<file path="src/rtl/tile_pkg.sv">
// Shared tile-map geometry, FSM encoding and draw command layout.
// The tile drawer imports the same geometry so both sides agree on the screen.
package tile_pkg;

  localparam int          MAP_COLS    = 20;
  localparam int          MAP_ROWS    = 15;
  localparam int          TILE_PX     = 8;
  localparam logic [7:0]  SKIP_ID     = 8'hFF;

  // Tile-map RAM address width (MAP_COLS*MAP_ROWS entries fit in 9 bits).
  localparam int          ADDR_W      = 9;

  // Cycles spent in WAIT_ACK before assuming the drawer finished silently.
  localparam int          ACK_TIMEOUT = 4;

  typedef enum logic [2:0] {
    S_IDLE,
    S_FETCH,
    S_WAIT_DATA,
    S_ISSUE,
    S_WAIT_ACK,
    S_WAIT_DONE,
    S_ADVANCE
  } state_e;

  // Command handed to the tile drawer.
  typedef struct packed {
    logic [7:0] tile;
    logic [7:0] x;
    logic [7:0] y;
  } draw_cmd_t;

  // Pixel origin of a tile index along one axis, truncated to the 8-bit bus.
  function automatic logic [7:0] tile_origin(input int unsigned idx,
                                             input int unsigned px);
    logic [31:0] prod;
    prod = idx * px;
    return prod[7:0];
  endfunction

endpackage

</file>
<file path="src/rtl/map_cursor.sv">
// Column/row cursor over the tile map in row-major order.
// clear wins over step; step on the last tile holds the cursor (the owner
// ends the scan there instead of wrapping).
module map_cursor
  import tile_pkg::*;
#(
  parameter int COLS = MAP_COLS,
  parameter int ROWS = MAP_ROWS,
  parameter int CW   = (COLS > 1) ? $clog2(COLS) : 1,
  parameter int RW   = (ROWS > 1) ? $clog2(ROWS) : 1
) (
  input  logic          clk,
  input  logic          reset,
  input  logic          clear,
  input  logic          step,
  output logic [CW-1:0] col,
  output logic [RW-1:0] row,
  output logic          last
);

  logic [CW-1:0] col_q, col_d;
  logic [RW-1:0] row_q, row_d;
  logic          col_end, row_end;

  assign col_end = (col_q == CW'(COLS - 1));
  assign row_end = (row_q == RW'(ROWS - 1));

  // Next cursor position: clear to origin, or step with wrap at end of row.
  always_comb begin
    col_d = col_q;
    row_d = row_q;
    if (clear) begin
      col_d = '0;
      row_d = '0;
    end else if (step && !(col_end && row_end)) begin
      if (!col_end) begin
        col_d = col_q + CW'(1);
      end else begin
        col_d = '0;
        row_d = row_q + RW'(1);
      end
    end
  end

  // Cursor registers.
  always_ff @(posedge clk) begin
    if (reset) begin
      col_q <= '0;
      row_q <= '0;
    end else begin
      col_q <= col_d;
      row_q <= row_d;
    end
  end

  assign col  = col_q;
  assign row  = row_q;
  assign last = col_end && row_end;

endmodule

</file>
<file path="src/rtl/tilemap_scanner.sv">
// Walks the tile map once per start request, reads each tile id from the
// map RAM and hands every non-transparent tile to the tile drawer with its
// pixel origin, waiting for the drawer's busy handshake between tiles.
module tilemap_scanner #(
  parameter int         MAP_COLS = tile_pkg::MAP_COLS,
  parameter int         MAP_ROWS = tile_pkg::MAP_ROWS,
  parameter int         TILE_PX  = tile_pkg::TILE_PX,
  parameter logic [7:0] SKIP_ID  = tile_pkg::SKIP_ID
) (
  input  logic                       clk,
  input  logic                       reset,
  input  logic                       start,
  output logic [tile_pkg::ADDR_W-1:0] map_addr,
  input  logic [7:0]                 map_data,
  output logic [7:0]                 tile_address,
  output logic [7:0]                 x_pos,
  output logic [7:0]                 y_pos,
  output logic                       draw,
  input  logic                       drawer_active,
  output logic                       busy,
  output logic                       done
);
  import tile_pkg::*;

  localparam int CW = (MAP_COLS > 1) ? $clog2(MAP_COLS) : 1;
  localparam int RW = (MAP_ROWS > 1) ? $clog2(MAP_ROWS) : 1;

  state_e              state_q, state_d;
  logic [ADDR_W-1:0]   map_addr_q, map_addr_d;
  draw_cmd_t           cmd_q, cmd_d;
  logic                draw_q, draw_d;
  logic                done_q, done_d;
  logic [2:0]          ack_cnt_q, ack_cnt_d;

  logic                cur_clear, cur_step;
  logic [CW-1:0]       col;
  logic [RW-1:0]       row;
  logic                last;

  map_cursor #(
    .COLS (MAP_COLS),
    .ROWS (MAP_ROWS),
    .CW   (CW),
    .RW   (RW)
  ) u_cursor (
    .clk   (clk),
    .reset (reset),
    .clear (cur_clear),
    .step  (cur_step),
    .col   (col),
    .row   (row),
    .last  (last)
  );

  // Next-state and output-register logic for the scan sequence.
  // The map address is loaded on the edge into FETCH so the RAM's one-cycle
  // read is on map_data throughout WAIT_DATA. draw is registered from ISSUE,
  // so drawer_active never reaches it combinationally.
  always_comb begin
    state_d    = state_q;
    map_addr_d = map_addr_q;
    cmd_d      = cmd_q;
    draw_d     = 1'b0;
    done_d     = 1'b0;
    ack_cnt_d  = '0;
    cur_clear  = 1'b0;
    cur_step   = 1'b0;
    case (state_q)
      S_IDLE: begin
        // A start landing on the done pulse belongs to the finished scan.
        if (start && !done_q) begin
          cur_clear  = 1'b1;
          map_addr_d = '0;
          state_d    = S_FETCH;
        end
      end
      S_FETCH: begin
        state_d = S_WAIT_DATA;
      end
      S_WAIT_DATA: begin
        cmd_d.tile = map_data;
        cmd_d.x    = tile_origin(32'(col), TILE_PX);
        cmd_d.y    = tile_origin(32'(row), TILE_PX);
        state_d    = (map_data == SKIP_ID) ? S_ADVANCE : S_ISSUE;
      end
      S_ISSUE: begin
        draw_d  = 1'b1;
        state_d = S_WAIT_ACK;
      end
      S_WAIT_ACK: begin
        if (drawer_active) begin
          state_d = S_WAIT_DONE;
        end else if (ack_cnt_q == 3'(ACK_TIMEOUT - 1)) begin
          // Drawer finished without ever showing active.
          state_d = S_ADVANCE;
        end else begin
          ack_cnt_d = ack_cnt_q + 3'd1;
        end
      end
      S_WAIT_DONE: begin
        if (!drawer_active) state_d = S_ADVANCE;
      end
      S_ADVANCE: begin
        if (last) begin
          done_d  = 1'b1;
          state_d = S_IDLE;
        end else begin
          // Row-major order means the next address is always +1.
          cur_step   = 1'b1;
          map_addr_d = map_addr_q + ADDR_W'(1);
          state_d    = S_FETCH;
        end
      end
      default: state_d = S_IDLE;
    endcase
  end

  // State and output registers; reset overrides everything.
  always_ff @(posedge clk) begin
    if (reset) begin
      state_q    <= S_IDLE;
      map_addr_q <= '0;
      cmd_q      <= '0;
      draw_q     <= 1'b0;
      done_q     <= 1'b0;
      ack_cnt_q  <= '0;
    end else begin
      state_q    <= state_d;
      map_addr_q <= map_addr_d;
      cmd_q      <= cmd_d;
      draw_q     <= draw_d;
      done_q     <= done_d;
      ack_cnt_q  <= ack_cnt_d;
    end
  end

  assign map_addr     = map_addr_q;
  assign tile_address = cmd_q.tile;
  assign x_pos        = cmd_q.x;
  assign y_pos        = cmd_q.y;
  assign draw         = draw_q;
  assign done         = done_q;
  assign busy         = (state_q != S_IDLE);

endmodule

</file>
<file path="config.mk">
export PLATFORM = sky130hd
export DESIGN_NAME = tilemap_scanner
export DESIGN_NICKNAME = d
export VERILOG_FILES = /design/src/rtl/tile_pkg.sv /design/src/rtl/map_cursor.sv /design/src/rtl/tilemap_scanner.sv
export SDC_FILE = /design/constraint.sdc
export NUM_CORES = 1
export LEC_CHECK = 0
export ABC_AREA = 1
export BUFFER_PORTS_ARGS = -buffer_cell sky130_fd_sc_hd__buf_4
export CORE_ASPECT_RATIO = 1.2
export CORE_MARGIN = 2
export CORE_UTILIZATION = 45
export DETAILED_ROUTE_END_ITERATION = 16
export GPL_TIMING_DRIVEN = 0
export PLACE_DENSITY = 0.7
export SYNTH_ARGS = -nofsm -noshare
export SYNTH_HDL_FRONTEND = slang
export SYNTH_SLANG_ARGS = --single-unit
</file>
<file path="constraint.sdc">
create_clock -name clk -period 1.8 [get_ports clk]
set_clock_uncertainty 0.2 [all_clocks]
set_input_delay 0.18 -clock clk [delete_from_list [all_inputs] [get_ports clk]]
set_output_delay 0.18 -clock clk [all_outputs]
set_load 0.05 [all_outputs]
</file>
==> results of run 1 <==
metal layers:
metal,vias up,share of wire (%),global-route usage [%]
met5,-,0,0
met4,0,1.3,5.625
met3,5,4.1,4.783
met2,48,48,30.91
met1,821,46,23.45
li1,986,-,-
synth_stat cells:
cell type	count	area [um^2]
ha_1	6	75.07
nand4_1	3	18.77
nor2_1	47	176.4
conb_1	1	3.750
a21oi_1	17	85.08
nor2_4	1	11.26
dfxtp_1	43	860.8
and2_1	1	6.260
inv_1	25	93.84
inv_2	6	22.52
nor3_4	1	16.27
o21ai_0	13	65.06
o21ai_1	11	55.05
nand3_1	18	90.09
buf_2	2	10.01
nor4_1	1	6.260
inv_4	1	6.260
nand2_2	4	25.02
clkbuf_1	1	3.750
buf_12	1	20.02
o22ai_1	1	6.260
buf_4	9	67.56
nor3_1	2	10.01
nand2_4	4	45.04
nand3_2	3	30.03
a22oi_1	1	7.510
buf_6	1	11.26
nand2_1	44	165.2
nor2_2	1	6.260
xor2_1	6	52.55
worst max-delay path, stage by stage, from the launching register on:
cell	delay (ns)
dfxtp_2	0.36
ha_2	0.21
nand2_2	0.07
nor2_4	0.17
nand2_4	0.09
nand2_4	0.08
buf_12	0.13
nand2_4	0.06
nand2_1	0.06
nand2_1	0.05
nand2_1	0.06
inv_1	0.03
power groups by stage:
stage	clock (W)	sequential, W	combinational, W
floorplan	0	0.00129	0.000310
global placement	0	0.00109	0.000694
detailed placement	0	0.00109	0.000698
CTS	0.000656	0.00107	0.000715
global route	0.000696	0.00108	0.000767
finish	0.000632	0.00107	0.000713
stage by stage:
step | std cells | worst slack [ns] | util (%) | cell area [um^2]
2_1_floorplan | 281 | 0.1110 | - | 2078
4_1_cts | 394 | 0.03512 | 60.82 | 2631
6_report | 394 | 0.1323 | 61.05 | 2641
5_1_grt | 394 | 0.01159 | 61.05 | 2641
3_5_place_dp | 377 | 0.08825 | 56.59 | 2449
3_3_place_gp | 377 | 0.1080 | 56.59 | 2449
flip-flops by register name (all words and copies together) (netlist names):
name,flops
x_pos,5
draw,1
map_addr,9
tile_address,8
u_cursor.col,5
y_pos,4
done,1
state_q,3
u_cursor.row,4
ack_cnt_q,3
logic make-up (layout without fill, tap and decap cells):
family	count (synthesis)	after routing	synth area share, %
adders and majority gates	6	6	3.656
AOI/OAI and AO/OA	43	43	10.66
buffers and inverters	46	103	11.46
xor gates and xnor gates	6	6	2.559
DFF	43	43	41.93
other	1	7	0.1826
and+or+nand+nor	130	130	29.56
cell type report:
class                   count  area (um^2)
plain buffers              14        113.9
clock buffers               5        68.82
clock inverters             3        23.77
fillers                   403         1685
inverters                  32        122.6
multi-input cells         192        984.7
flip-flops and latches     43        867.1
well taps                  56        70.07
repair buffers             49        390.4
worst max-delay path by stage:
stage | startpoint | to | slack, ns
global placement | u_cursor.col[1]$_SDFFE_PP0P_ | map_addr[5]$_SDFFE_PP0P_ | 0.11
global route | u_cursor.row[0]$_SDFFE_PP0P_ | map_addr[5]$_SDFFE_PP0P_ | 0.01
floorplan | map_addr[4]$_SDFFE_PP0P_ | map_addr[8]$_SDFFE_PP0P_ | 0.11
CTS | reset | y_pos[4]$_SDFFE_PP0P_ | 0.04
finish | u_cursor.col[1]$_SDFFE_PP0P_ | map_addr[5]$_SDFFE_PP0P_ | 0.13
detailed placement | u_cursor.col[1]$_SDFFE_PP0P_ | map_addr[5]$_SDFFE_PP0P_ | 0.09
timing repair:
item                                    CTS  global route
resized for setup                         0             7
endpoints found under the setup margin    0            11
hold buffers                              9             0
hold endpoints to repair                 14             0
==> metrics.md, run 1 <==
| Metric | Value |
|---|---|
| Status | complete, no violations |
| Max cap viols | 0 |
| Ant. Diodes | 0 |
| Crit Path Max Fanout | 10 |
| Gate power share | 29.5% |
| Vias in the first global route | 1,695 |
| Register area share after synthesis | 41.93% |
| Worst hold path class | input port to flip-flop |
| H-tree Lvls | 2 |
| Fin crit period | 1.668 ns |
| Most frequent cells in the layout | 49 x buf_4, 46 x nor2_1, 44 x nand2_1, 38 x dfxtp_1, 25 x inv_1 |
| Crit Reg-Reg Endpoint | map_addr[5]$_SDFFE_PP0P_ |
| Mapped cell area | 2053 um^2 |
| Total power | 0.002419 W |
| # DRC | 0 |
| Vias | 1,860 |
| Area delta synth->final | 28.64% |
| Routed Antenna Nets | 0 |
| Ports | 48 |
| Setup bufs post-CTS | 0 |
| Startpoint types | flip-flop |
| Share of layout cells above drive strength 1 | 26.63% |
| Routed vias/inst | 4.721 |
| Gr usage total | 18.64% |
| CTS tree | done |
| # rows | 26 |
| CTS buffer count | 5 |
| Hold EP | state_q[0]$_SDFFE_PP0P_ |
| Endpoints failing setup | 0 |
| Detail Placement HPWL | 3.208 mm |
| Crit path kind | flip-flop to flip-flop |
| Most common cell after layout, fill and taps aside | buf_4 |
| DR WL/cell | 11.19 um |
| Setup_tns | 0 ns |
| Grt ovf | 0 |
| Register-to-Register Path Depth | 11 |
| Syn_area_per_cell | 7.466 um^2 |
| Die Y | 78.00 um |
| Clock Latency Late Sink | 0.30 ns |
| Fin. max-slew vios | 0 |
| Mapped Cells | 275 |
| RSZ-0062 raised after global routing | false |
| Synth warnings | 0 |
| Sw Ratio | 37.24% |
| Clock group share of total power | 26.1% |
| Die X | 65.66 um |
| R2r setup slk | 0.13 ns |
| Initial drt markers | 89 |
| Gpl congestion | 0.8056 |
| Post-Route WL | 4.409 mm |
| Worst R2R Start | u_cursor.col[1]$_SDFFE_PP0P_ |
| Pleak | 1.242 nW |
| P per Cell Area | 915.7 nW/um^2 |
| Initial Utilization | 47.46% |
| P_int | 0.001518 W |
| Pre-antenna DRT Iters | 4 |
| Clock buffer depth | 2 |
| VDD IR-drop max | 638.1 uV |
| Initial antenna violation count | 0 |
| Clk root buf | clkbuf_8 |
| DIE AREA | 5121 um^2 |
| Nets@finish | 355 |
| Switching pwr | 0.0009007 W |
| Hold path start | drawer_active |
| Flops & latches, synth | 43 |
| Largest net degree at the start of global routing | 16 |
| Fin. Hold Viols | 0 |
| CORE AREA | 4327 um^2 |
| First-pass GRT wire length | 7.541 mm |
| Endpoint type of the worst setup path | flip-flop |
| Max frequency | 599.6 MHz |
| Synth unique cells | 30 |
| Proportion of power drawn by flip-flops and latches | 44.4% |
| Final Cycle Share | 92.65% |
| Clk slew on worst S/H paths | 0.08 ns |
| Hold Worst Slack | 0.02727 ns |
| Port Buffers | 40 |
| CP arrival | 1.67 ns |
| Worst EP required | 1.80 ns |
| CTS Sinks | 43 |
| Hold Path Depth | 3 |
Note: power is estimated with default switching activity, not from simulation.
==> inputs of run 2 (changes only) <==
--- a/config.mk
+++ b/config.mk
@@ -17,2 +17,3 @@
 export SYNTH_HDL_FRONTEND = slang
+export SYNTH_HIERARCHICAL = 1
 export SYNTH_SLANG_ARGS = --single-unit
==> constraint.sdc (replaced) <==
create_clock -name clk -period 1.8 [get_ports clk]
set_clock_uncertainty 0.2 [all_clocks]
set_input_delay 0.09 -clock clk [delete_from_list [all_inputs] [get_ports clk]]
set_output_delay 0.09 -clock clk [all_outputs]
set_load 0.05 [all_outputs]
==> metrics.md, run 2 <==
| Metric | Value |
|---|---|
| Vias | 1,948 (+4.7%) |
| Max cap viols | 0 (unchanged) |
| Final Cycle Share | 93.99% (+1.3 points) |
| Mapped cell area | 2059 um^2 (+0.30%) |
| CTS buffer count | 5 (unchanged) |
| Die X | 65.76 um (+0.14%) |
| Place WS | -0.2177 ns (-0.3059 ns) |
| Largest area contributor in the netlist | dfxtp_1 |
| Worst EP required | 1.84 ns (+0.04 ns) |
| Clock buffer depth | 2 (unchanged) |
| Flops & latches, synth | 43 (unchanged) |
| CTS tree | done |
| # DRC | 0 (unchanged) |
| Gate power share | 33.1% (+3.6 points) |
| Max stage delay cell, worst path | dfxtp_4 |
| Largest net degree at the start of global routing | 14 (-2) |
| Syn_area_per_cell | 7.176 um^2 (-3.9%) |
| CTS Sinks | 43 (unchanged) |
| P_int | 0.001553 W (+2.3%) |
| Post-synthesis async set-or-reset flop share | 0% (unchanged) |
| Die Y | 78.11 um (+0.14%) |
| Clock group share of total power | 23.9% (-2.2 points) |
| Share of layout cells above drive strength 1 | 28.21% (+1.6 points) |
| Synth unique cells | 26 (-13%) |
| # rows | 26 (unchanged) |
| Mapped Cells | 287 (+4.4%) |
| Fin area | 2758 um^2 (+4.4%) |
| Routed vias/inst | 4.705 (-0.33%) |
| Clock Latency Late Sink | 0.30 ns (about the same) |
| Initial antenna violation count | 0 (unchanged) |
| Initial Utilization | 47.60% (+0.14 points) |
| Grt ovf | 0 (unchanged) |
| Switching pwr | 0.0009799 W (+8.8%) |
| Most common cell after layout, fill and taps aside | nor2_1 |
| First-pass GRT wire length | 7.493 mm (-0.64%) |
| Routed Antenna Nets | 0 (unchanged) |
| Sw Ratio | 38.69% (+1.4 points) |
| CP most frequent cell | nand2_4 |
| Clk slew on worst S/H paths | 0.08 ns (about the same) |
| CP Cell Sequence | ha_4 -> nand2_4 -> nor2_4 -> nand2_4 -> inv_4 -> o21ai_4 -> nand2_4 -> inv_4 -> nand2_2 -> a21oi_2 |
| H-tree Lvls | 2 (unchanged) |
| Max reg flops | 9 (unchanged) |
| CORE AREA | 4327 um^2 (unchanged) |
| Vias in the first global route | 1,754 (+3.5%) |
| DIE AREA | 5136 um^2 (+0.29%) |
| Crit path kind | flip-flop to flip-flop |
| Synth warnings | 6 (+6) |
| Final WS setup | 0.1082 ns (-0.02409 ns) |
| Area delta synth->final | 33.90% |
| Worst hold path class | input port to flip-flop |
| Gpl congestion | 0.8824 (+9.5%) |
| Max frequency | 591.1 MHz (-1.4%) |
| Nets@finish | 375 (+5.6%) |
| Crit path max-delay family | compound AO/OA/AOI/OAI gates |
| Gr usage total | 18.58% (-0.057 points) |
| DR WL/cell | 11.10 um (-0.84%) |
| Storage element area | 868.3 um^2 (+0.14%) |
| Multi-input logic area | 1081 um^2 (+9.8%) |
| Startpoint types | flip-flop |
| Fin crit period | 1.692 ns (+0.02409 ns) |
| Register area share after synthesis | 41.80% (-0.13 points) |
| Synth Flop Type | dfxtp_1 |
| Fin. Hold Viols | 0 (unchanged) |
| Ports | 48 (unchanged) |
| Leading post-synthesis cells by cell area | dfxtp_1 42%, nor2_1 13%, nand2_1 7.8% |
| Initial drt markers | 88 (-1.1%) |
| VDD IR-drop max | 711.6 uV (+12%) |
| Clk root buf | clkbuf_8 |
| Crit Path Max Fanout | 7 (-3) |
| Status | complete, no violations |
| Endpoint type of the worst setup path | flip-flop |
| Dpl cell area | 2460 um^2 (+0.46%) |
| Top-area cell type share of the netlist area | 41.80% (-0.13 points) |
| Proportion of power drawn by flip-flops and latches | 43.0% (-1.4 points) |
| Number of flops mapped to enable cells by yosys | 0 (unchanged) |
| CP arrival | 1.74 ns (+0.07 ns) |
| Cell with the most instances after synthesis | nor2_1 |
| WP buf/inv | 2 (unchanged) |
| Ant. Diodes | 0 (unchanged) |
| Detail Placement HPWL | 3.245 mm (+1.2%) |
| Critical path's largest stage delay | 0.37 ns (about the same) |
| Post-synth top cells | 73 x nor2_1, 43 x dfxtp_1, 43 x nand2_1 |
| Fin. max-slew vios | 0 (unchanged) |
| Total power | 0.002533 W (+4.7%) |
| RSZ-0062 raised after global routing | false |
| Filler cells | 432 (+7.2%) |
| Post-Route WL | 4.594 mm (+4.2%) |
| Pre-antenna DRT Iters | 4 (unchanged) |
| P per Cell Area | 918.5 nW/um^2 (+0.31%) |
| Pleak | 1.207 nW (-2.8%) |
| Most frequent cells in the layout | 71 x nor2_1, 55 x buf_4, 41 x nand2_1, 39 x dfxtp_1, 23 x o21ai_0 |
| Port Buffers | 40 (unchanged) |
| Endpoints failing setup | 0 (unchanged) |
==> run 2: layer usage <==
| layer | vias to the layer above | share of wire [%] | track usage, % |
|---|---|---|---|
| met5 | - | 0 | 0 |
| met4 | 0 | 2.0 | 8.333 |
| met3 | 8 | 3.4 | 4.298 |
| met2 | 28 | 52 | 32.93 |
| met1 | 875 | 42 | 20.66 |
| li1 | 1037 | - | - |
==> run 2: timing repair <==
item | CTS | global route
hold endpoints to repair | 12 | 0
buffers inserted | 2 | 5
endpoints found under the setup margin | 19 | 22
pin swaps | 4 | 6
gates resized for setup | 7 | 17
hold buffers | 10 | 0
==> run 2: tightest hold or removal path: cells and delay by family <==
| kind | cells | cell delay, ns |
|---|---|---|
| simple gates | 5 | 0.44 |
| buf+inv | 1 | 0.08 |
==> run 2: cells by family (layout without fill, tap and decap cells) <==
| family | count (synthesis) | in the layout | synth area share, % |
|---|---|---|---|
| simple gates | 153 | 153 | 33.17 |
| flops | 43 | 43 | 41.80 |
| buf+inv | 42 | 107 | 9.356 |
| compound gates | 36 | 36 | 9.296 |
| fa+ha+maj | 6 | 6 | 3.645 |
| xor+xnor | 6 | 6 | 2.552 |
| other cells | 1 | 7 | 0.1821 |
==> run 2: worst paths after layout <==
check / startpoint / endpoint / slack (ns) / depth (start not counted)
hold reg to reg: ack_cnt_q[0]$_SDFF_PP0_ / ack_cnt_q[0]$_SDFF_PP0_ / 0.23 / 1
hold / removal: start / map_addr[7]$_SDFFE_PP0P_ / 0.14 / 6
setup reg to reg: u_cursor/col[0]$_SDFFE_PP0P_ / map_addr[2]$_SDFFE_PP0P_ / 0.11 / 10
setup / recovery: u_cursor/col[0]$_SDFFE_PP0P_ / map_addr[2]$_SDFFE_PP0P_ / 0.11 / 10
==> run 2: through the flow <==
| step | utilization, % | std cells | hold WS [ns] | TNS [ns] |
|---|---|---|---|---|
| floorplan | - | 293 | 0.05480 | 0 |
| global placement | 56.85 | 389 | 0.1561 | -1.540 |
| detailed placement | 56.85 | 389 | 0.1609 | -2.307 |
| CTS | 61.74 | 409 | 0.1380 | 0 |
| global route | 63.74 | 414 | 0.1548 | 0 |
| finish | 63.74 | 414 | 0.1355 | 0 |
==> run 2: area by class of cell <==
type,count,share of cell area [%]
Buffer,12,2.813
Sequential cell,43,31.49
Multi-Input combinational cell,208,39.20
Clock buffer,6,2.632
Inverter,30,4.446
Timing Repair Buffer,57,16.42
Tap cell,56,2.541
Clock inverter,2,0.4537
==> run 2: power groups by stage <==
stage          sequential, W  combinational (W)  clock (W)
6_report             0.00109           0.000839   0.000605
5_1_grt              0.00110           0.000911   0.000659
4_1_cts              0.00109           0.000828   0.000624
3_5_place_dp         0.00111           0.000811          0
3_3_place_gp         0.00111           0.000802          0
2_1_floorplan        0.00134           0.000371          0
